### src/rtl/symbol_buffer_if.sv
// Editor/plot handshake bundle for symbol_buffer.
// master = editor and plotting logic, slave = the buffer itself.
interface symbol_buffer_if #(
    parameter int SYMBOL_WIDTH = 7,
    parameter int LENGTH_WIDTH = 7
);
    logic                    wr_en;
    logic [SYMBOL_WIDTH-1:0] wr_symbol;
    logic                    bs_en;
    logic                    clr_en;
    logic                    rewind;
    logic                    symbol_iter_en;
    logic [SYMBOL_WIDTH-1:0] symbol;
    logic                    symbol_valid;
    logic                    busy;
    logic [LENGTH_WIDTH-1:0] length;
    logic                    full;
    logic                    empty;

    modport master (
        output wr_en, wr_symbol, bs_en, clr_en, rewind, symbol_iter_en,
        input  symbol, symbol_valid, busy, length, full, empty
    );

    modport slave (
        input  wr_en, wr_symbol, bs_en, clr_en, rewind, symbol_iter_en,
        output symbol, symbol_valid, busy, length, full, empty
    );
endinterface

### src/rtl/symbol_buffer.sv
// Expression text buffer streaming stored symbols plus one terminator to the plotter.
// Optional macro SYMBOL_BUFFER_FILTER_EN: drop non-printable writes (< 0x20 or 0x7F).
module symbol_buffer #(
    parameter int                   SYMBOL_WIDTH = 7,
    parameter int                   MAX_LENGTH   = 64,
    parameter logic [SYMBOL_WIDTH-1:0] END_SYMBOL = 7'h20,
    parameter int                   LENGTH_WIDTH = $clog2(MAX_LENGTH + 1)
) (
    input logic            clk,
    input logic            rst,
    symbol_buffer_if.slave bus
);
    localparam int ADDR_WIDTH = (MAX_LENGTH > 1) ? $clog2(MAX_LENGTH) : 1;
    localparam logic [LENGTH_WIDTH-1:0] MAX_LEN_C = LENGTH_WIDTH'(MAX_LENGTH);

    typedef enum logic [1:0] {
        ST_IDLE   = 2'd0,
        ST_STREAM = 2'd1,
        ST_TERM   = 2'd2
    } state_e;

    state_e                  state_q, state_d;
    logic [LENGTH_WIDTH-1:0] idx_q, idx_d;
    logic [LENGTH_WIDTH-1:0] len_q, len_d;
    logic [LENGTH_WIDTH-1:0] idx_inc_s;
    logic [SYMBOL_WIDTH-1:0] sym_q, sym_d;
    logic                    vld_q, vld_d;
    logic [SYMBOL_WIDTH-1:0] mem_q [MAX_LENGTH];

    logic busy_s;
    logic full_s;
    logic empty_s;
    logic edit_ok_s;
    logic storable_s;
    logic mem_we_s;

    assign busy_s    = (state_q != ST_IDLE);
    assign full_s    = (len_q == MAX_LEN_C);
    assign empty_s   = (len_q == LENGTH_WIDTH'(0));
    assign idx_inc_s = idx_q + LENGTH_WIDTH'(1);
    // Length is frozen while iterating, so STREAM can trust idx < len.
    assign edit_ok_s = !busy_s && !bus.rewind;

    // Decide whether the offered symbol is allowed into storage.
    always_comb begin
        storable_s = 1'b1;
`ifdef SYMBOL_BUFFER_FILTER_EN
        storable_s = (bus.wr_symbol >= SYMBOL_WIDTH'(32)) &&
                     (bus.wr_symbol != SYMBOL_WIDTH'(127));
`else
        storable_s = 1'b1;
`endif
    end

    // Iteration FSM: next state, read index and registered symbol/strobe.
    always_comb begin
        state_d = state_q;
        idx_d   = idx_q;
        sym_d   = sym_q;
        vld_d   = 1'b0;
        if (bus.rewind) begin
            idx_d   = LENGTH_WIDTH'(0);
            state_d = empty_s ? ST_TERM : ST_STREAM;
        end else begin
            case (state_q)
                ST_STREAM: begin
                    if (bus.symbol_iter_en) begin
                        sym_d   = mem_q[idx_q[ADDR_WIDTH-1:0]];
                        vld_d   = 1'b1;
                        idx_d   = idx_inc_s;
                        state_d = (idx_inc_s == len_q) ? ST_TERM : ST_STREAM;
                    end else begin
                        state_d = ST_STREAM;
                    end
                end
                ST_TERM: begin
                    if (bus.symbol_iter_en) begin
                        sym_d   = END_SYMBOL;
                        vld_d   = 1'b1;
                        state_d = ST_IDLE;
                    end else begin
                        state_d = ST_TERM;
                    end
                end
                ST_IDLE: begin
                    state_d = ST_IDLE;
                end
                default: begin
                    state_d = ST_IDLE;
                end
            endcase
        end
    end

    // Editor commands: clear beats backspace beats append.
    always_comb begin
        len_d    = len_q;
        mem_we_s = 1'b0;
        if (edit_ok_s) begin
            if (bus.clr_en) begin
                len_d = LENGTH_WIDTH'(0);
            end else if (bus.bs_en) begin
                if (!empty_s) begin
                    len_d = len_q - LENGTH_WIDTH'(1);
                end else begin
                    len_d = len_q;
                end
            end else if (bus.wr_en) begin
                if (!full_s && storable_s) begin
                    mem_we_s = 1'b1;
                    len_d    = len_q + LENGTH_WIDTH'(1);
                end else begin
                    len_d = len_q;
                end
            end else begin
                len_d = len_q;
            end
        end else begin
            len_d = len_q;
        end
    end

    // Control and output registers.
    always_ff @(posedge clk) begin
        if (rst) begin
            state_q <= ST_IDLE;
            idx_q   <= LENGTH_WIDTH'(0);
            len_q   <= LENGTH_WIDTH'(0);
            sym_q   <= SYMBOL_WIDTH'(0);
            vld_q   <= 1'b0;
        end else begin
            state_q <= state_d;
            idx_q   <= idx_d;
            len_q   <= len_d;
            sym_q   <= sym_d;
            vld_q   <= vld_d;
        end
    end

    // Symbol storage; contents are meaningless beyond len_q so no reset.
    always_ff @(posedge clk) begin
        if (mem_we_s) begin
            mem_q[len_q[ADDR_WIDTH-1:0]] <= bus.wr_symbol;
        end
    end

    assign bus.symbol       = sym_q;
    assign bus.symbol_valid = vld_q;
    assign bus.busy         = busy_s;
    assign bus.length       = len_q;
    assign bus.full         = full_s;
    assign bus.empty        = empty_s;

endmodule

### src/flat_wrapper.sv
// flat-port wrapper written by rule: the top's interface ports become plain ports
module symbol_buffer_flat 
#(
    parameter int                   SYMBOL_WIDTH = 7,
    parameter int                   MAX_LENGTH   = 64,
    parameter logic [SYMBOL_WIDTH-1:0] END_SYMBOL = 7'h20,
    parameter int                   LENGTH_WIDTH = $clog2(MAX_LENGTH + 1)
)
  (clk, rst, bus_wr_en, bus_wr_symbol, bus_bs_en, bus_clr_en, bus_rewind, bus_symbol_iter_en, bus_symbol, bus_symbol_valid, bus_busy, bus_length, bus_full, bus_empty);
  symbol_buffer_if #(.SYMBOL_WIDTH(SYMBOL_WIDTH), .LENGTH_WIDTH(LENGTH_WIDTH)) bus_i ();
  input logic clk;
  input logic rst;
  input wire logic [$bits(bus_i.wr_en)-1:0] bus_wr_en;
  input wire logic [$bits(bus_i.wr_symbol)-1:0] bus_wr_symbol;
  input wire logic [$bits(bus_i.bs_en)-1:0] bus_bs_en;
  input wire logic [$bits(bus_i.clr_en)-1:0] bus_clr_en;
  input wire logic [$bits(bus_i.rewind)-1:0] bus_rewind;
  input wire logic [$bits(bus_i.symbol_iter_en)-1:0] bus_symbol_iter_en;
  output wire logic [$bits(bus_i.symbol)-1:0] bus_symbol;
  output wire logic [$bits(bus_i.symbol_valid)-1:0] bus_symbol_valid;
  output wire logic [$bits(bus_i.busy)-1:0] bus_busy;
  output wire logic [$bits(bus_i.length)-1:0] bus_length;
  output wire logic [$bits(bus_i.full)-1:0] bus_full;
  output wire logic [$bits(bus_i.empty)-1:0] bus_empty;
  assign bus_i.wr_en = bus_wr_en;
  assign bus_i.wr_symbol = bus_wr_symbol;
  assign bus_i.bs_en = bus_bs_en;
  assign bus_i.clr_en = bus_clr_en;
  assign bus_i.rewind = bus_rewind;
  assign bus_i.symbol_iter_en = bus_symbol_iter_en;
  assign bus_symbol = bus_i.symbol;
  assign bus_symbol_valid = bus_i.symbol_valid;
  assign bus_busy = bus_i.busy;
  assign bus_length = bus_i.length;
  assign bus_full = bus_i.full;
  assign bus_empty = bus_i.empty;
  symbol_buffer #(.SYMBOL_WIDTH(SYMBOL_WIDTH), .MAX_LENGTH(MAX_LENGTH), .END_SYMBOL(END_SYMBOL), .LENGTH_WIDTH(LENGTH_WIDTH)) u_core (.clk(clk), .rst(rst), .bus(bus_i));
endmodule
### config.mk
export PLATFORM = sky130hd
export DESIGN_NAME = symbol_buffer_flat
export DESIGN_NICKNAME = d
export VERILOG_FILES = /design/src/rtl/symbol_buffer_if.sv /design/src/rtl/symbol_buffer.sv /design/src/flat_wrapper.sv
export SDC_FILE = /design/constraint.sdc
export NUM_CORES = 1
export LEC_CHECK = 0
export ABC_CLOCK_PERIOD_IN_PS = 3600
export BUFFER_PORTS_ARGS = -buffer_cell sky130_fd_sc_hd__buf_2
export CAP_MARGIN = 20
export CORE_UTILIZATION = 34
export DETAILED_ROUTE_END_ITERATION = 10
export SYNTH_ARGS = -nofsm -noshare
export SYNTH_HDL_FRONTEND = slang
export SYNTH_SLANG_ARGS = --single-unit
### constraint.sdc
create_clock -name clk -period 3.6 [get_ports clk]
set_input_delay 0.36 -clock clk [delete_from_list [all_inputs] [get_ports clk]]
set_output_delay 0.36 -clock clk [all_outputs]
set_load 0.03 [all_outputs]
Yosys cells after proc, flatten, opt, wreduce, memory -nomap -nowiden
Memories as Yosys holds them, arrays and structs flattened. A register that Yosys moved wholly into a read port is not among the register bits. Cells that the tools add are included. W data, S select, Z words.

Register bits: 24. Memory bits (writable): 448. Input port bits: 14. Word-level logic and storage cells: 56. Memories kept: 1.

Memories: u_core.mem_q (words 64, bits a word 7, rd ports 1, clocked after Yosys merged registers in 1, write ports 1, line symbol_buffer.sv:28) `logic [SYMBOL_WIDTH-1:0] mem_q [MAX_LENGTH];`.

Add/sub/neg operators: 3. Equality and inequality tests: 8. Multiplexer cells: 24. Bitwise operators: 2. Reductions and logical operators: 13.

Operator list (count): $mux W7 (7); $add A7 B1 Y7 const B (2); $pmux W7 S2 (1); $mux W6 (2); $mux W2 (5); $mux W1 (8); $reduce_and A4 Y1 (2); $eq A7 B7 Y1 (1); $eq A7 B7 Y1 const B (1); $logic_not A7 Y1 (1); $sub A7 B1 Y7 const B (1); $ne A3 B3 Y1 const B (2); $ne A2 B2 Y1 const B (2); $pmux W2 S2 (1); $reduce_bool A2 Y1 (2); $reduce_or A2 Y1 (2); $reduce_bool A3 Y1 (1); $reduce_or A3 Y1 (1); $eq A2 B1 Y1 const B (1); $eq A2 B2 Y1 const B (1); $logic_not A1 Y1 (2); $not A1 Y1 (2); $reduce_and A2 Y1 (1); $logic_and A1 B1 Y1 (1).

Longest topological paths before layout
Gate-level depths: netlist of run 1.

Word-level depth: 8. Mapped depth: 9. Mapped depth without buffers: 7.

Worst setup path before layout of run 1
OpenSTA, ideal clock, no wires.

Path type: flip-flop to flip-flop. From: register u_core.len_q[1], in the netlist u_core.bus.length[1]. To: register u_core.state_q[1]. Setup time: 58 ps. Arrival: 2468 ps. Data required time: 3542 ps. Slack: 1074 ps. Cell stages (with the launch flop): 7. Buffers on the path: 1. Cells stage by stage: dfxtp_1 > clkbuf_1 > or3_1 > nor3_1 > nand2_1 > a211o_1 > o21ba_2.

Elaborated cells on any way between the ends: 7. Classes of those cells: eq/ne (1); mux (5); reduce/logical (1).

RTL lines: start: declaration (line symbol_buffer.sv:24) `logic [LENGTH_WIDTH-1:0] len_q, len_d;`; start signal: assignment (line symbol_buffer.sv:134) `len_q <= len_d;`; $logic_not A7 Y1 (line symbol_buffer.sv:39) `assign empty_s = (len_q == LENGTH_WIDTH'(0));`; net bus_empty (line flat_wrapper.sv:24) `output wire logic [$bits(bus_i.empty)-1:0] bus_empty;`; $mux W2 (line symbol_buffer.sv:63) `state_d = empty_s ? ST_TERM : ST_STREAM;`; $mux W2 (line symbol_buffer.sv:61) `if (bus.rewind) begin`; end signal: assignment (line symbol_buffer.sv:132) `state_q <= state_d;`; end: declaration (line symbol_buffer.sv:22) `state_e state_q, state_d;`.

The timed path passes the listed nets, and every way through them passes these cells. A chain may end at the register's enable or synchronous reset.

Worst setup path in the final report of run 1
From: register u_core.len_q[3], in the netlist u_core.bus.length[3]. To: output bus_empty.

Word-level cells in the longest chain between the ends: 1.

RTL lines (line): $logic_not A7 Y1 (symbol_buffer.sv:39); end: declaration (flat_wrapper.sv:24).

No other way between the ends.

==> results of run 1 <==
-- metal layers --
layer / wire (µm) / global-route usage [%] / part of all wire [%] / vias up
met5: 0 / 0 / 0 / -
met4: 940 / 4.78 / 2.1 / 0
met3: 3190 / 2.93 / 7.0 / 55
met2: 22000 / 26.3 / 48 / 381
met1: 19300 / 22.3 / 42 / 5207
li1: - / - / - / 4222
-- flip-flops by register name, indices dropped and copies added (netlist names), named ones only --
name and cells:
u_core.idx_q 7, u_core.bus.symbol 7, u_core.mem_q 448, u_core.bus.length 7
u_core.state_q 2, u_core.bus.symbol_valid 1
-- synth_stat cells, types with 3 or more instances --
cell / instances / area [µm²]
or2_2: 3 / 18.8
dfxtp_1: 30 / 601
inv_1: 9 / 33.8
xnor2_1: 10 / 87.6
o22ai_1: 16 / 100
xor2_1: 6 / 52.6
a211oi_1: 12 / 90.1
or3_1: 8 / 50.1
nor2_1: 96 / 360
nand3_1: 10 / 50.1
nand2b_1: 9 / 56.3
clkbuf_1: 15 / 56.3
nor3b_1: 3 / 22.5
buf_2: 20 / 100
a21oi_1: 10 / 50.1
nor2b_1: 14 / 87.6
a2111oi_0: 3 / 26.3
or3b_2: 3 / 26.3
nand2_1: 24 / 90.1
buf_4: 11 / 82.6
buf_1: 3 / 11.3
nand3b_1: 5 / 37.5
o211ai_1: 3 / 22.5
o21bai_1: 3 / 22.5
o21ai_0: 7 / 35.0
o2111ai_1: 3 / 26.3
ha_1: 9 / 113
buf_6: 3 / 33.8
nand4_1: 5 / 31.3
mux2_2: 3 / 33.8
edfxtp_1: 448 / 13500
a221o_1: 3 / 30.0
nor3_1: 8 / 40.0
a31oi_1: 3 / 18.8
mux4_2: 113 / 2540
a22oi_1: 6 / 45.0
mux2i_1: 24 / 240
-- layout make-up --
class | instances | share of cell area (%)
sequential | 478 | 64.5
multi-input combinational | 457 | 21.6
clock buffer | 65 | 6.08
tap | 748 | 4.29
timing repair buffer | 75 | 2.40
clock inverter | 23 | 0.878
inverter | 10 | 0.172
-- critical path: stages, from the launching register on --
cell and delay (ns):
dfxtp_1 0.51, or3_1 0.73, nor3_1 0.43, buf_2 0.27
-- cells by family after synthesis --
group                    synth area share [%]
adder cells (fa/ha/maj)                 0.695
AND/OR/NAND/NOR                          4.91
XOR/XNOR                                0.734
multiplexers                             14.8
AO/OA/AOI/OAI                            3.60
buffers and inverters                    1.68
flip-flops                               73.6
-- cell usage in the layout, fill, tap and decap left out, types with 4 or more instances in the layout --
master	n
a211oi_1	12
a21oi_1	10
a22oi_1	6
buf_2	31
buf_4	41
clkbuf_1	12
clkbuf_16	49
clkbuf_8	4
clkinv_1	8
clkinv_2	10
dfxtp_1	26
edfxtp_1	448
ha_1	9
inv_1	9
mux2i_1	24
mux4_2	113
nand2_1	24
nand2b_1	9
nand3_1	10
nand3b_1	5
nand4_1	5
nor2_1	96
nor2b_1	14
nor3_1	8
o21ai_0	7
o22ai_1	16
or3_1	8
xnor2_1	10
xor2_1	6
-- path summary, 6_finish.rpt --
check,startpoint,to,slack [ns],cells after the start
setup / recovery,u_core.bus.length[3],bus_empty,0.71,3
hold / removal,bus_symbol_iter_en,u_core.bus.symbol_valid,0.12,2
setup reg to reg,u_core.state_q[0],u_core.mem_q[57][6],0.77,7
hold reg to reg,u_core.idx_q[1],register,0.50,2
-- power by group --
group	switching [mW]	internal, mW	total (mW)	leakage (nW)
Sequential	0.0373	6.09	6.12	4.27
Clock	2.07	2.80	4.86	0.748
Combinational	0.273	0.123	0.396	1.61
-- per-stage QoR --
step / util (%) / hold WS (ns)
floorplan: - / 0.459
global placement: 36.7 / 0.489
detailed placement: 36.7 / 0.481
CTS: 39.4 / 0.105
global route: 39.4 / 0.124
finish: 39.4 / 0.124
==> impl_metrics.yaml, run 1 <==
clock_network:
  cts_max_level: 2
  clk_path_buf_depth: 3
  holdBufCountCts: 0
  postCtsSetupBuffers: 0
  clk-insertion-delay-late_ns: 0.58
  root_buffer: "clkbuf_16"
  numCtsBuffers: 48
  cts.reportedPaths.clkPinSlew_ns: 0.06
  postCtsResizedCells: 0
  tritoncts: "done"
  clock_sinks: 478
finish:
  finalInstanceArea_mm2: 0.0218
  ff_latch_area_mm2: 0.0141
  drive_gt1_share_pct: 24.7
  multi_input_area_mm2: 0.00472
  n_antenna_cell: 0
  n_fill_cell: 4994
  area_growth_pct: 14.2
  nNetsFinal: 1094
  fin_cells: 1856
placement:
  pre_cts_ws_ns: 0.826
  io_buffers: 31
  dp_hpwl_um: 29400
  post-place-cells: 1768
  finalWeightedCongestion: 0.858
  place_area_mm2: 0.0203
grt:
  grt.total_usage_pct: 16.2
  grt_pass1_vias: 10029
  grt_max_degree: 47
  antenna_found_initial: 1
  grt_overflow: 0
  grt_pass1_wl_um: 67700
timing:
  drv_slew: 0
  hold_viol_final: 0
  relSlewSlack_pct: 30.3
  fin_crit_sh_pct: 80.3
  min_period_ns: 2.89
  setup_ws_ns: 0.711
  skew_ns: 0.0241
  setup_tns_ns: 0
  rsz0062_at_grt: "false"
  fmax_mhz: 346
  worst_pin_slew_ns: 1.05
  setup_viol: 0
run:
  cap_violations: 0
worst_setup_path:
  cp.arrival_ns: 2.53
  critPathKind: "reg2out"
  cp-end-kind: "primary output"
  critPathMaxFanout: 15
  start_kind: "register"
  crit_required_ns: 3.24
yosys:
  synthCells: 997
  synth.cell_area_mm2: 0.0191
  synth-edff-count: 448
  yosys_most_used_dff: "edfxtp_1"
  synth_nets: 1021
  syn_avg_cell_area_um2: 19.2
  ys_seq_area_share_pct: 73.6
  yosysWarnings: 0
  synthArstFlopShare_pct: 0
  ys_seq_elements: 478
  synth.distinct_cells: 63
detailed_routing:
  drc_errors: 0
  ant_nets: 0
  vias: 9865
  totalWireLength_um: 45500
  detail_route.vias_per_cell: 5.32
  detail_route.iter0.violations: 1111
  wire_per_inst_um: 24.5
  firstDrtPassIters: 7
pwr:
  leakagePower_nw: 6.62
  p_per_area_mw_per_mm2: 522
  p_total_mw: 11.4
  peakVddDrop_v: 0.000367
die:
  num_io_pins: 32
  die_h_um: 239
  fp.coreArea_mm2: 0.0553
  initial_core_util_pct: 34.5
  die-area_mm2: 0.0571
  die_w_um: 239
  fp-row-count: 86
outcome:
  status: "finished, final reports clean"
hold_path:
  hold_class: "in2reg"
(Power assumes the default switching activity.)
==> run 2: changes to the inputs <==
Settings changed: ABC_CLOCK_PERIOD_IN_PS 3600 to 2800.
Clock period 3.6 ns to 2.8 ns, I/O delays scaled along.
==> run 2 against run 1 <==
Non-clock buffer count increased by 82. First-iteration DRC count decreased by 13%. Count of clock-buffer cells in the layout decreased by 5. Final cell count increased by 4.5%. Design area increased by 3.1%. Clock skew decreased by 0.0045 ns. Clock power increased by 28%.
==> impl_metrics.yaml, run 2 (same netlist as run 1, synthesis figures left out) <==
worst_setup_path:
  cp.arrival_ns: 2.18
  start_kind: "register"
  r2r_end: "u_core.mem_q[36][6]"
  rrSetupSlack_ns: 0.36
  cp-end-kind: "primary output"
  reg2reg_from: "u_core.state_q[0]"
  critPathMaxFanout: 9
  reg2reg_depth: 8
  critPathKind: "reg2out"
  crit_required_ns: 2.52
timing:
  relSlewSlack_pct: 47.7
  skew_ns: 0.0196
  drv_slew: 0
  hold_viol_final: 0
  fin_crit_sh_pct: 87.8
  min_period_ns: 2.46
  rsz0062_at_grt: "false"
  worst_pin_slew_ns: 0.785
  setup_viol: 0
  setup_tns_ns: 0
  fmax_mhz: 407
clock_network:
  postCtsSetupBuffers: 0
  holdBufCountCts: 0
  cts.reportedPaths.clkPinSlew_ns: 0.06
  tritoncts: "done"
  clk_path_buf_depth: 3
  clock_sinks: 478
  cts_max_level: 2
  postCtsResizedCells: 0
  numCtsBuffers: 48
  clk-insertion-delay-late_ns: 0.59
  root_buffer: "clkbuf_16"
finish:
  drive_gt1_share_pct: 29.9
  final_cell_mix: "448 x edfxtp_1, 118 x buf_4, 113 x mux4_2"
  area_growth_pct: 17.7
  final_core_util_pct: 40.6
  n_antenna_cell: 0
  largest_reg_flops: 448
  final_common_cell: "edfxtp_1"
  nNetsFinal: 1176
detailed_routing:
  firstDrtPassIters: 5
  wire_per_inst_um: 24.1
  detail_route.iter0.violations: 968
  drc_errors: 0
  detail_route.vias_per_cell: 5.17
  ant_nets: 0
  vias: 10033
  totalWireLength_um: 46700
outcome:
  status: "finished, final reports clean"
run:
  cap_violations: 0
pwr:
  swShare_pct: 21.1
  pwr-share-seq_pct: 53.7
  p_per_area_mw_per_mm2: 651
  peakVddDrop_v: 0.000642
  p_switching_mw: 3.08
  p_total_mw: 14.6
  pwr-share-clk_pct: 42.5
  p_comb_share_pct: 3.8
  leakagePower_nw: 7.08
  internal_power_mw: 11.5
placement:
  io_buffers: 31
  finalWeightedCongestion: 0.882
  dp_hpwl_um: 30700
die:
  die_w_um: 239
  initial_core_util_pct: 34.5
  num_io_pins: 32
  die_h_um: 239
  fp-row-count: 86
  fp.coreArea_mm2: 0.0553
  die-area_mm2: 0.0571
hold_path:
  hp-start: "bus_symbol_iter_en"
  worst_hold_path.num_cells: 2
  hold_class: "in2reg"
  min_to: "u_core.bus.symbol_valid"
grt:
  grtUsageMet1_pct: 22.5
  antenna_found_initial: 0
  grt_overflow: 0
  grt_pass1_vias: 10406
  met2_usage_pct: 26.2
  grt-busiest-layer: "met2"
  grt.total_usage_pct: 16.6
  grt_max_degree: 65
  grt_use_met3_pct: 3.35
  grt_pass1_wl_um: 69100
==> run 2: cell types whose count changed in the layout (fill, tap and decap cells not counted) <==
cell,delta
clkinv_1,+4
buf_12,+5
buf_4,+77
clkbuf_1,-3
clkinv_2,+1
clkbuf_8,-2
clkinv_4,+1
==> run 2: worst max path at each step <==
stage,startpoint,end,slack [ns]
after floorplan,u_core.bus.length[1],u_core.state_q[1],0.27
after global placement,register,u_core.bus.symbol[4],0.43
after detailed placement,register,u_core.bus.symbol[6],0.38
after CTS,u_core.bus.length[4],bus_empty,0.29
after global routing,u_core.bus.length[4],bus_empty,0.20
final,u_core.bus.length[4],bus_empty,0.34
==> run 2: critical path, cell delays in order, from the launching register on <==
cell and delay (ns):
dfxtp_1 0.42, or3_1 0.54, nor3_1 0.37, buf_2 0.27
==> run 2: area by class of cell <==
class                      count  area [µm²]
tap                          748         936
sequential                   478       14100
clock buffer                  60        1290
clock inverter                29         220
fill                        4992       32800
inverter                      10        37.5
multi-input combinational    457        4720
timing repair buffer         157        1200
==> run 2: per-stage QoR <==
step	instances	instance area (µm²)	worst slack [ns]	hold slack (ns)
finish	1939	22500	0.341	0.0325
global route	1939	22500	0.204	0.0357
CTS	1939	22500	0.289	0.00800
detailed placement	1850	21000	0.379	0.541
global placement	1850	21000	0.432	0.523
floorplan	997	19100	0.274	0.379
==> run 2: metal layers <==
| metal | routed length (µm) | vias to the layer above |
|---|---|---|
| met1 | 19900 | 5223 |
| met5 | 0 | - |
| met2 | 22200 | 342 |
| met4 | 1630 | 0 |
| li1 | - | 4379 |
| met3 | 3010 | 89 |
==> run 2: power by group through the flow <==
stage	combinational, mW	clock, mW	sequential [mW]
3_3_place_gp	0.556	0	8.00
5_1_grt	0.604	6.59	7.85
3_5_place_dp	0.565	0	8.01
2_1_floorplan	0.272	0	8.02
6_report	0.557	6.22	7.85
4_1_cts	0.566	6.34	7.85
